===== config.mk =====
export PLATFORM = sky130hd
export DESIGN_NAME = cop_alzette_seq
export DESIGN_NICKNAME = d
export VERILOG_FILES = /design/src/rtl/alzette_pkg.sv /design/src/rtl/alzette_step.sv /design/src/rtl/cop_alzette_seq.sv
export SDC_FILE = /design/constraint.sdc
export NUM_CORES = 1
export LEC_CHECK = 0
export CAP_MARGIN = 20
export CORE_MARGIN = 5
export CORE_UTILIZATION = 30
export DETAILED_ROUTE_END_ITERATION = 6
export PLACE_DENSITY = 0.55
export SLEW_MARGIN = 20
export SYNTH_ARGS = -nofsm -noshare
export SYNTH_HDL_FRONTEND = slang
export SYNTH_SLANG_ARGS = --single-unit

===== constraint.sdc =====
create_clock -name cop_clk -period 6.9 [get_ports cop_clk]
set_input_delay 1.725 -clock cop_clk [delete_from_list [all_inputs] [get_ports cop_clk]]
set_output_delay 1.725 -clock cop_clk [all_outputs]
set_load 0.05 [all_outputs]

===== src/rtl/alzette_pkg.sv =====
`default_nettype none
// ============================================================================
// Module : alzette_pkg
// Brief  : Alzette constants, rotation tables, instruction encodings, FSM
//          state type and rotate helper shared by the coprocessor files.
// Rev    : 1.0 - initial release
// ============================================================================
package alzette_pkg;

    // Sparkle round constants, element c at index c
    localparam logic [7:0][31:0] RCON = {
        32'hC2B3293D, 32'hCFBFA1C8, 32'h4F7C7B57, 32'hBB1185EB,
        32'h324E7738, 32'h38B4DA56, 32'hBF715880, 32'hB7E15162
    };

    // Per-step rotation amounts, step i at index i
    localparam logic [3:0][4:0] ROT_R = {5'd24, 5'd0,  5'd17, 5'd31};
    localparam logic [3:0][4:0] ROT_S = {5'd16, 5'd31, 5'd17, 5'd24};

    localparam logic [6:0] OPC_CUSTOM_2 = 7'b1011011;

    localparam logic [3:0] FN_ENC_X = 4'b1000;
    localparam logic [3:0] FN_ENC_Y = 4'b1001;
    localparam logic [3:0] FN_DEC_X = 4'b1010;
    localparam logic [3:0] FN_DEC_Y = 4'b1011;

    typedef enum logic [1:0] {
        ST_IDLE = 2'd0,
        ST_BUSY = 2'd1,
        ST_DONE = 2'd2
    } alz_state_e;

    // Shift by 32 yields zero, so n == 0 returns v unchanged
    function automatic logic [31:0] ror32(input logic [31:0] v, input logic [4:0] n);
        ror32 = (v >> n) | (v << (6'd32 - {1'b0, n}));
    endfunction

endpackage
`default_nettype wire


===== src/rtl/alzette_step.sv =====
`default_nettype none
// ============================================================================
// Module : alzette_step
// Brief  : One combinational Alzette ARX step, encrypt or decrypt direction.
// Rev    : 1.0 - initial release
// ============================================================================
module alzette_step
    import alzette_pkg::*;
(
    input  logic [31:0] i_x,
    input  logic [31:0] i_y,
    input  logic [31:0] i_rcon,
    input  logic [4:0]  i_r,
    input  logic [4:0]  i_s,
    input  logic        i_dec,
    output logic [31:0] o_x,
    output logic [31:0] o_y
);

    logic [31:0] w_xa;
    logic [31:0] w_yb;

    // Decrypt undoes the encrypt step in reverse order with the same (r, s)
    always_comb begin
        w_xa = '0;
        w_yb = '0;
        o_x  = '0;
        if (i_dec) begin
            w_xa = i_x ^ i_rcon;
            w_yb = i_y ^ ror32(w_xa, i_s);
            o_x  = w_xa - ror32(w_yb, i_r);
        end else begin
            w_xa = i_x + ror32(i_y, i_r);
            w_yb = i_y ^ ror32(w_xa, i_s);
            o_x  = w_xa ^ i_rcon;
        end
        o_y = w_yb;
    end

endmodule
`default_nettype wire


===== src/rtl/cop_alzette_seq.sv =====
`default_nettype none
// ============================================================================
// Module : cop_alzette_seq
// Brief  : Multi-cycle Alzette coprocessor with IDLE/BUSY/DONE handshake.
//          Optional result cache enabled by defining ALZETTE_CACHE_EN.
// Rev    : 1.0 - initial release
// ============================================================================
module cop_alzette_seq
    import alzette_pkg::*;
#(
    parameter int STEPS_PER_CYCLE = 1
) (
    input  logic        cop_clk,
    input  logic        cop_rst,
    input  logic        cop_valid,
    input  logic        cop_rdywr,
    input  logic [31:0] cop_insn,
    input  logic [31:0] cop_rs1,
    input  logic [31:0] cop_rs2,
    output logic        cop_ready,
    output logic        cop_wait,
    output logic        cop_wr,
    output logic [31:0] cop_rd
);

    localparam logic [1:0] C_CNT_INC  = 2'(STEPS_PER_CYCLE);
    localparam logic [1:0] C_LAST_CNT = 2'(4 - STEPS_PER_CYCLE);

    alz_state_e  state_q, state_d;
    logic [1:0]  cnt_q, cnt_d;
    logic [31:0] x_q, x_d;
    logic [31:0] y_q, y_d;
    logic [2:0]  c_q, c_d;
    logic        dec_q, dec_d;
    logic        half_q, half_d;
    logic [31:0] rd_q, rd_d;

    logic        w_sel;
    logic        w_hit;
    logic        w_accept;
    logic        w_last;
    logic [2:0]  w_c;
    logic        w_dec;
    logic        w_half;
    logic [31:0] w_hit_rd;
    logic        w_unused;

    // funct[6:3] = 10xx covers all four ops: bit 1 picks dec, bit 0 picks y
    assign w_sel    = (cop_insn[6:0] == OPC_CUSTOM_2) && (cop_insn[31:30] == FN_ENC_X[3:2]);
    assign w_dec    = cop_insn[29];
    assign w_half   = cop_insn[28];
    assign w_c      = cop_insn[27:25];
    assign w_unused = ^cop_insn[24:7];

    assign w_accept = (state_q == ST_IDLE) && cop_valid && w_sel && !w_hit;
    assign w_last   = (state_q == ST_BUSY) && (cnt_q == C_LAST_CNT);

    logic [STEPS_PER_CYCLE:0][31:0] w_xc;
    logic [STEPS_PER_CYCLE:0][31:0] w_yc;

    assign w_xc[0] = x_q;
    assign w_yc[0] = y_q;

    // Decrypt walks steps 3..0, and 3 - pos equals ~pos on two bits
    for (genvar k = 0; k < STEPS_PER_CYCLE; k++) begin : g_step
        logic [1:0] w_pos;
        logic [1:0] w_idx;

        assign w_pos = cnt_q + 2'(k);
        assign w_idx = dec_q ? ~w_pos : w_pos;

        alzette_step u_step (
            .i_x    (w_xc[k]),
            .i_y    (w_yc[k]),
            .i_rcon (RCON[c_q]),
            .i_r    (ROT_R[w_idx]),
            .i_s    (ROT_S[w_idx]),
            .i_dec  (dec_q),
            .o_x    (w_xc[k+1]),
            .o_y    (w_yc[k+1])
        );
    end

    always_comb begin
        state_d = state_q;
        cnt_d   = cnt_q;
        x_d     = x_q;
        y_d     = y_q;
        c_d     = c_q;
        dec_d   = dec_q;
        half_d  = half_q;
        rd_d    = rd_q;
        case (state_q)
            ST_IDLE: begin
                if (w_accept) begin
                    state_d = ST_BUSY;
                    cnt_d   = '0;
                    x_d     = cop_rs1;
                    y_d     = cop_rs2;
                    c_d     = w_c;
                    dec_d   = w_dec;
                    half_d  = w_half;
                end
            end
            ST_BUSY: begin
                x_d   = w_xc[STEPS_PER_CYCLE];
                y_d   = w_yc[STEPS_PER_CYCLE];
                cnt_d = cnt_q + C_CNT_INC;
                if (w_last) begin
                    rd_d    = half_q ? w_yc[STEPS_PER_CYCLE] : w_xc[STEPS_PER_CYCLE];
                    state_d = ST_DONE;
                end
            end
            ST_DONE: begin
                if (cop_rdywr) begin
                    state_d = ST_IDLE;
                end
            end
            default: state_d = ST_IDLE;
        endcase
    end

    always_ff @(posedge cop_clk or posedge cop_rst) begin
        if (cop_rst) begin
            state_q <= ST_IDLE;
            cnt_q   <= '0;
            x_q     <= '0;
            y_q     <= '0;
            c_q     <= '0;
            dec_q   <= 1'b0;
            half_q  <= 1'b0;
            rd_q    <= '0;
        end else begin
            state_q <= state_d;
            cnt_q   <= cnt_d;
            x_q     <= x_d;
            y_q     <= y_d;
            c_q     <= c_d;
            dec_q   <= dec_d;
            half_q  <= half_d;
            rd_q    <= rd_d;
        end
    end

`ifdef ALZETTE_CACHE_EN
    logic        cvld_q, cvld_d;
    logic [31:0] tag_x_q, tag_x_d;
    logic [31:0] tag_y_q, tag_y_d;
    logic [2:0]  tag_c_q, tag_c_d;
    logic        tag_dec_q, tag_dec_d;
    logic [31:0] res_x_q, res_x_d;
    logic [31:0] res_y_q, res_y_d;

    // The tag is taken at accept since x_q/y_q are consumed by the computation
    always_comb begin
        cvld_d    = cvld_q;
        tag_x_d   = tag_x_q;
        tag_y_d   = tag_y_q;
        tag_c_d   = tag_c_q;
        tag_dec_d = tag_dec_q;
        res_x_d   = res_x_q;
        res_y_d   = res_y_q;
        if (w_accept) begin
            cvld_d    = 1'b0;
            tag_x_d   = cop_rs1;
            tag_y_d   = cop_rs2;
            tag_c_d   = w_c;
            tag_dec_d = w_dec;
        end
        if (w_last) begin
            cvld_d  = 1'b1;
            res_x_d = w_xc[STEPS_PER_CYCLE];
            res_y_d = w_yc[STEPS_PER_CYCLE];
        end
    end

    always_ff @(posedge cop_clk or posedge cop_rst) begin
        if (cop_rst) begin
            cvld_q    <= 1'b0;
            tag_x_q   <= '0;
            tag_y_q   <= '0;
            tag_c_q   <= '0;
            tag_dec_q <= 1'b0;
            res_x_q   <= '0;
            res_y_q   <= '0;
        end else begin
            cvld_q    <= cvld_d;
            tag_x_q   <= tag_x_d;
            tag_y_q   <= tag_y_d;
            tag_c_q   <= tag_c_d;
            tag_dec_q <= tag_dec_d;
            res_x_q   <= res_x_d;
            res_y_q   <= res_y_d;
        end
    end

    assign w_hit    = (state_q == ST_IDLE) && cop_valid && w_sel && cvld_q &&
                      (tag_x_q == cop_rs1) && (tag_y_q == cop_rs2) &&
                      (tag_c_q == w_c) && (tag_dec_q == w_dec);
    assign w_hit_rd = w_half ? res_y_q : res_x_q;
`else
    assign w_hit    = 1'b0;
    assign w_hit_rd = '0;
`endif

    // Outputs are forced to their reset values for as long as reset is held
    assign cop_wr    = !cop_rst && ((state_q == ST_DONE) || w_hit);
    assign cop_wait  = !cop_rst && ((state_q == ST_BUSY) ||
                       ((state_q == ST_IDLE) && cop_valid && w_sel && !w_hit));
    assign cop_ready = !(cop_wr && !cop_rdywr);
    assign cop_rd    = w_hit ? w_hit_rd : rd_q;

endmodule
`default_nettype wire

Yosys cells after proc, flatten, opt, wreduce, memory -nomap -nowiden

Memories as Yosys holds them, arrays and structs flattened.
Index checks and enable logic that the tools add are counted.

Bits in registers: 105
Bits in latches: 0
Memory bits (writable): 0
Memory bits (read-only): 256
Bits of input ports: 100
Output and inout bits: 35
Memories kept: 1

Memories:

| name             | words | bits a word | read ports | clocked after Yosys merged registers in | write ports | RTL line              | text |
|---|---|---|---|---|---|---|---|
| (name not given) | 8     | 32          | 1          | 0                                       | 0           | cop_alzette_seq.sv:75 | `.i_rcon (RCON[c_q]),` |

$add $sub $neg: 5
Multipliers: 0
Div/mod/pow operators: 0
$lt $le $gt $ge: 2
Equal/unequal tests: 8
Shifts and indexed selects: 8
Muxes and demuxes: 19
Bitwise gates (word level): 9
Reductions and logical operators: 17

Operator list:

| operator                                                             | count |
|---|---|
| 32-bit 2-to-1 mux                                                    | 6 |
| 32-bit bitwise OR                                                    | 4 |
| 32-bit one-hot mux with 2 select lines                               | 2 |
| 32-bit by 6-bit left shift with 32-bit output                        | 4 |
| 32-bit by 5-bit right shift with 32-bit output                       | 4 |
| 32-bit bitwise XOR                                                   | 4 |
| 32-bit adder                                                         | 1 |
| 32-bit subtractor                                                    | 1 |
| 5-bit binary-select mux with 2-bit select                            | 2 |
| 6-bit by 5-bit subtractor with 6-bit output, first input constant    | 2 |
| 2-bit 2-to-1 mux                                                     | 5 |
| 5-bit 2-to-1 mux                                                     | 2 |
| 7-bit == test, second input constant                                 | 1 |
| 1-bit logical AND                                                    | 7 |
| 2-bit == test, second input constant                                 | 3 |
| 2-bit inequality test, second input constant                         | 3 |
| 2-bit one-hot mux with 3 select lines                                | 1 |
| 2-bit AND reduction                                                  | 3 |
| 3-bit by 4-bit < comparator with 1-bit output, second input constant | 1 |
| 2-bit one-hot mux with 2 select lines                                | 1 |
| 1-bit logical NOT                                                    | 3 |
| 2-bit by 3-bit < comparator with 1-bit output, second input constant | 1 |
| 3-bit AND reduction                                                  | 1 |
| 2-bit by 1-bit adder with 2-bit output, second input constant        | 1 |
| other kinds (5)                                                      | 5 |

Depth between registers and ports, before layout

Word-level depth: 13
Depth in mapped cells: 29
Depth with buffers taken out: 27

Hierarchy

A second synthesis with hierarchy kept.

Cell total of the unflattened synthesis: 3565
Area total of the unflattened synthesis: 25967.4 µm²

Modules (own cells, without submodules):

| module          | times used | cells each | area each (µm²) | seq. area each (µm²) |
|---|---|---|---|---|
| alzette_step    | 1          | 2953       | 20105.5         | 0.0 |
| cop_alzette_seq | 1          | 612        | 5861.9          | 2627.5 |

Worst setup path before layout

Ideal clock, no wire load.

Path kind: register to register
From: register c_q[0]
To: register rd_q[28], in the netlist cop_rd[28]
Setup time: 0.122 ns
Data arrival time: 6.247 ns
Required time: 6.778 ns
Setup slack: 0.532 ns
Cell stages (with the launch flop): 29
Clock period less this slack: 6.368 ns
Path through: dfrtp_1 buf_2 inv_1 ha_1 buf_2 nand2b_1 xor2_2 mux2i_1 mux4_2 xnor2_4 nor2_1 a211oi_1 a31oi_1 a221oi_2 mux2_2 ha_1 inv_1 fa_1 a21oi_1 o22ai_1 o41a_1 a31oi_4 o31ai_2 a22o_1 o41ai_4 o21bai_1 xor2_1 a211o_1 a32o_1

Cells in the longest elaborated chain, start to end: 11
Elaborated cells on any way between the ends: 15
Classes of those cells: add/sub: 1; shift: 4; mux: 4; bitwise: 5; memory: 1

Ends and longest elaborated chain:

| item                                                                                                            | RTL line               | text |
|---|---|---|
| from (decl)                                                                                                     | cop_alzette_seq.sv:33  | `logic [2:0] c_q, c_d;` |
| from (signal assigned)                                                                                          | cop_alzette_seq.sv:129 | `c_q <= '0;` |
| from (signal assigned)                                                                                          | cop_alzette_seq.sv:138 | `c_q <= c_d;` |
| memory 8 x 32 bit (*)                                                                                           | -                      |  |
| 32-bit 2-to-1 mux (implied by the code) (*)                                                                     | cop_alzette_seq.sv:75  |  |
| 32-bit bitwise XOR                                                                                              | alzette_step.sv:29     | `w_xa = i_x ^ i_rcon;` |
| 32-bit by 6-bit left shift with 32-bit output or 32-bit by 5-bit right shift with 32-bit output (tied branches) | alzette_pkg.sv:35      | `ror32 = (v >> n) \| (v << (6'd32 - {1'b0, n}));` |
| 32-bit bitwise OR                                                                                               | alzette_pkg.sv:35      |  |
| 32-bit bitwise XOR                                                                                              | alzette_step.sv:30     | `w_yb = i_y ^ ror32(w_xa, i_s);` |
| 32-bit by 6-bit left shift with 32-bit output or 32-bit by 5-bit right shift with 32-bit output (tied branches) | alzette_pkg.sv:35      |  |
| 32-bit bitwise OR                                                                                               | alzette_pkg.sv:35      |  |
| 32-bit subtractor                                                                                               | alzette_step.sv:31     | `o_x = w_xa - ror32(w_yb, i_r);` |
| 32-bit 2-to-1 mux                                                                                               | alzette_step.sv:28     | `if (i_dec) begin` |
| 32-bit 2-to-1 mux (*)                                                                                           | cop_alzette_seq.sv:110 | `rd_d = half_q ? w_yc[STEPS_PER_CYCLE] : w_xc[STEPS_PER_CYCLE];` |
| to (signal assigned)                                                                                            | cop_alzette_seq.sv:141 | `rd_q <= rd_d;` |
| to (decl)                                                                                                       | cop_alzette_seq.sv:36  | `logic [31:0] rd_q, rd_d;` |

Every way passes the cells marked *; elsewhere a longest branch is shown, timed or not. The select of a mux whose other input is x is not followed.
A chain may end at the register's enable or synchronous reset.

Worst setup path after layout

Same ends and word-level chain as after synthesis.

==> results by group <==
Run status
  – Status: complete, no violations

STA
  – Crit path time final: 6760 ps
  – Fmax: 148 MHz
  – Fin crit share: 97.9%
  – Hold Vio Cnt, Final: 0
  – Worst-Margin Slew: 946 ps
  – Setup TNS: 0 ps
  – Max-slew headroom: 36.9%
  – Max Transition Viols Final: 0
  – Hold slack: 496 ps
  – Setup violations, final: 0
  – Final setup margin: 142 ps
  – Clock Skew: 10.1 ps

Synthesis
  – Yosys cell types: 124
  – Sequential area share after synthesis: 14.6%
  – Yosys reg bits: 105
  – Ys flop type: dfrtp_1
  – Syn Nets: 2594
  – Synth warnings: 0
  – Avg Inst Size Synth: 7.45 um^2
  – Number of synthesized flops with an enable pin: 0
  – Post-synthesis instance total: 2421
  – Post-Synthesis Cell Area: 18000 um^2
  – FFs w/ async S/R, synth: 100%

Finish
  – Footprint of the multi-input gates: 14700 um^2
  – Register area: 2640 um^2
  – Most frequent cells in the layout: 581 x buf_4, 271 x nand2_1, 196 x nor2_1
  – Most common cell after layout, fill and taps aside: buf_4
  – # fillers: 6218
  – Share of cells above drive strength 1: 28.7%
  – Layout Cell Area excl Fill: 24600 um^2
  – Fin nets: 3101
  – P&R area growth vs syn: 36.4%

Worst hold path
  – HP Class: flop to flop

Clocking
  – Total CTS buffers: 9
  – CTS Hold Buffers Added: 0
  – Clock transition at path regs: 80 ps
  – TritonCTS clock tree: built
  – Clock Latency Late Sink: 410 ps
  – CTS Sinks: 105
  – H-tree depth: 3
  – Root Driver: clkbuf_16
  – Max Buffers Root-to-Sink: 2

Floorplanning
  – Core area: 59200 um^2
  – Initial core utilization: 30.4%
  – Die Wd: 255 um
  – Die H: 255 um
  – # IOs: 135
  – Die area: 65100 um^2
  – Cell Rows: 89

Global route
  – Remaining global-route overflow: 0
  – First-pass GRT wire length: 166 mm
  – Initial antenna violation count: 2
  – Number of global-route vias before repair: 21400
  – Largest net degree at the start of global routing: 63
  – Gr usage total: 36.0%

Routing
  – Post-DR vias/cell: 6.19
  – 1st-pass router iterations: 6
  – Number of routed nets with antenna violations: 0
  – Vias: 23000
  – Routed wire length: 122 mm
  – Starting DRT DRC Count: 2741
  – DRC viols: 0
  – Average wire per standard cell: 33.0 um

Setup path
  – Top cell by count, worst path: buf_4
  – Crit path required time: 7200 ps
  – Critical Path Source Type: flop
  – CP max stage delay: 450 ps
  – Worst setup EP type: flop
  – Setup CP Type: flop to flop
  – Critical-path top delay cell: o41a_1
  – Critical path arrival: 7060 ps
  – Crit path max fanout: 4

Power
  – PD cells: 427 nW/um^2
  – Leakage: 10.6 nW
  – Final Total Pwr: 10.5 mW
  – Worst VDD drop: 0.177 mV

Placement
  – Pre-CTS WS: -129 ps
  – Port Buffer Count: 116
  – Post-DP HPWL: 99.4 mm
  – Dpl cell area: 23800 um^2
  – Final Wtd Congestion: 1.06

Job
  – Max-cap violations: 0
==> cells in the mapped netlist (all sizes together) (17+ instances only) <==
library cell | n | area (um^2)
nor3 | 76 | 400
o21ai | 230 | 1180
o31ai | 19 | 153
o22ai | 24 | 163
a31oi | 34 | 228
a221o | 27 | 270
nand2 | 273 | 1020
clkbuf | 119 | 447
mux4 | 23 | 518
nor2b | 18 | 120
ha | 71 | 888
mux2i | 72 | 883
nand3 | 60 | 310
or3 | 26 | 168
a221oi | 18 | 214
a21o | 34 | 258
nand2b | 30 | 188
a22o | 19 | 166
nor2 | 204 | 776
o211ai | 48 | 385
and3 | 18 | 128
buf | 96 | 480
inv | 53 | 199
a22oi | 52 | 395
a211oi | 45 | 360
xor2 | 54 | 526
xnor2 | 106 | 1070
nand4 | 19 | 119
dfrtp | 105 | 2630
a21oi | 193 | 1010
and2 | 17 | 111
==> registers in the layout, indices dropped and copies added (netlist names) <==
| name | flops |
|---|---|
| cnt_q | 2 |
| x_q | 32 |
| y_q | 32 |
| state_q | 2 |
| c_q | 3 |
| half_q | 1 |
| dec_q | 1 |
| cop_rd | 32 |
==> kinds of logic after synthesis <==
logic type / synth area share, %
flip-flops: 14.6
multiplexers: 8.67
adder cells (fa/ha/maj): 5.15
AO/OA/AOI/OAI: 35.2
AND/OR/NAND/NOR: 21.0
buffers and inverters: 6.25
XOR/XNOR: 9.10
==> critical path, delay by kind of cell, from the launching register on <==
family	cells	cell delay (ps)
DFF	1	390
and+or+nand+nor	4	880
buffers and inverters	5	820
AOI/OAI and AO/OA	15	3340
adders and majority gates	2	540
xor gates and xnor gates	3	640
==> final timing paths <==
kind | startpoint | cells after the start | endpoint | slack (ps)
setup / recovery | c_q[0] | 29 | cop_rd[28] | 140
hold / removal | cop_rd[7] | 2 | cop_rd[7] | 500
setup reg to reg | c_q[0] | 29 | cop_rd[28] | 140
hold reg to reg | cop_rd[7] | 2 | cop_rd[7] | 500
max in group asynchronous | cop_rst | 3 | cnt_q[1] | 3750
min in group asynchronous | cop_rst | 2 | state_q[1] | 1970
==> power breakdown <==
| group | switching [mW] | internal [mW] |
|---|---|---|
| Combinational | 5.50 | 3.67 |
| Clock | 0.300 | 0.251 |
| Sequential | 0.115 | 0.652 |
| Total | 5.92 | 4.57 |
==> per-layer routing <==
layer / track usage [%] / up-vias / wire length [um]
met1: 47.7 / 11300 / 49700
met4: 22.3 / 4 / 9810
met5: 0 / - / 27
met2: 53.7 / 1284 / 51700
met3: 7.55 / 314 / 11000
li1: - / 10100 / -
==> stage by stage <==
| stage | std cells | utilization (%) |
|---|---|---|
| global placement | 3675 | 40.2 |
| floorplan | 2421 | - |
| CTS | 3692 | 40.7 |
| finish | 3707 | 41.5 |
| global route | 3706 | 41.5 |
| detailed placement | 3675 | 40.2 |
==> final cells by class <==
| cell class | instances | area share, % |
|---|---|---|
| inverter | 53 | 0.829 |
| timing repair buffer | 711 | 23.6 |
| multi-input combinational | 2048 | 59.8 |
| clock inverter | 6 | 0.209 |
| tap | 773 | 3.93 |
| sequential | 105 | 10.7 |
| clock buffer | 10 | 0.931 |
| antenna | 1 | 0.0102 |
==> what timing repair did <==
action / 4_1_cts / 5_1_grt
setup endpoints to repair: 6 / 23
pin swaps: 1 / 21
buffers inserted: 1 / 14
resized for setup: 4 / 66
Power figures use the tool's default switching activity.
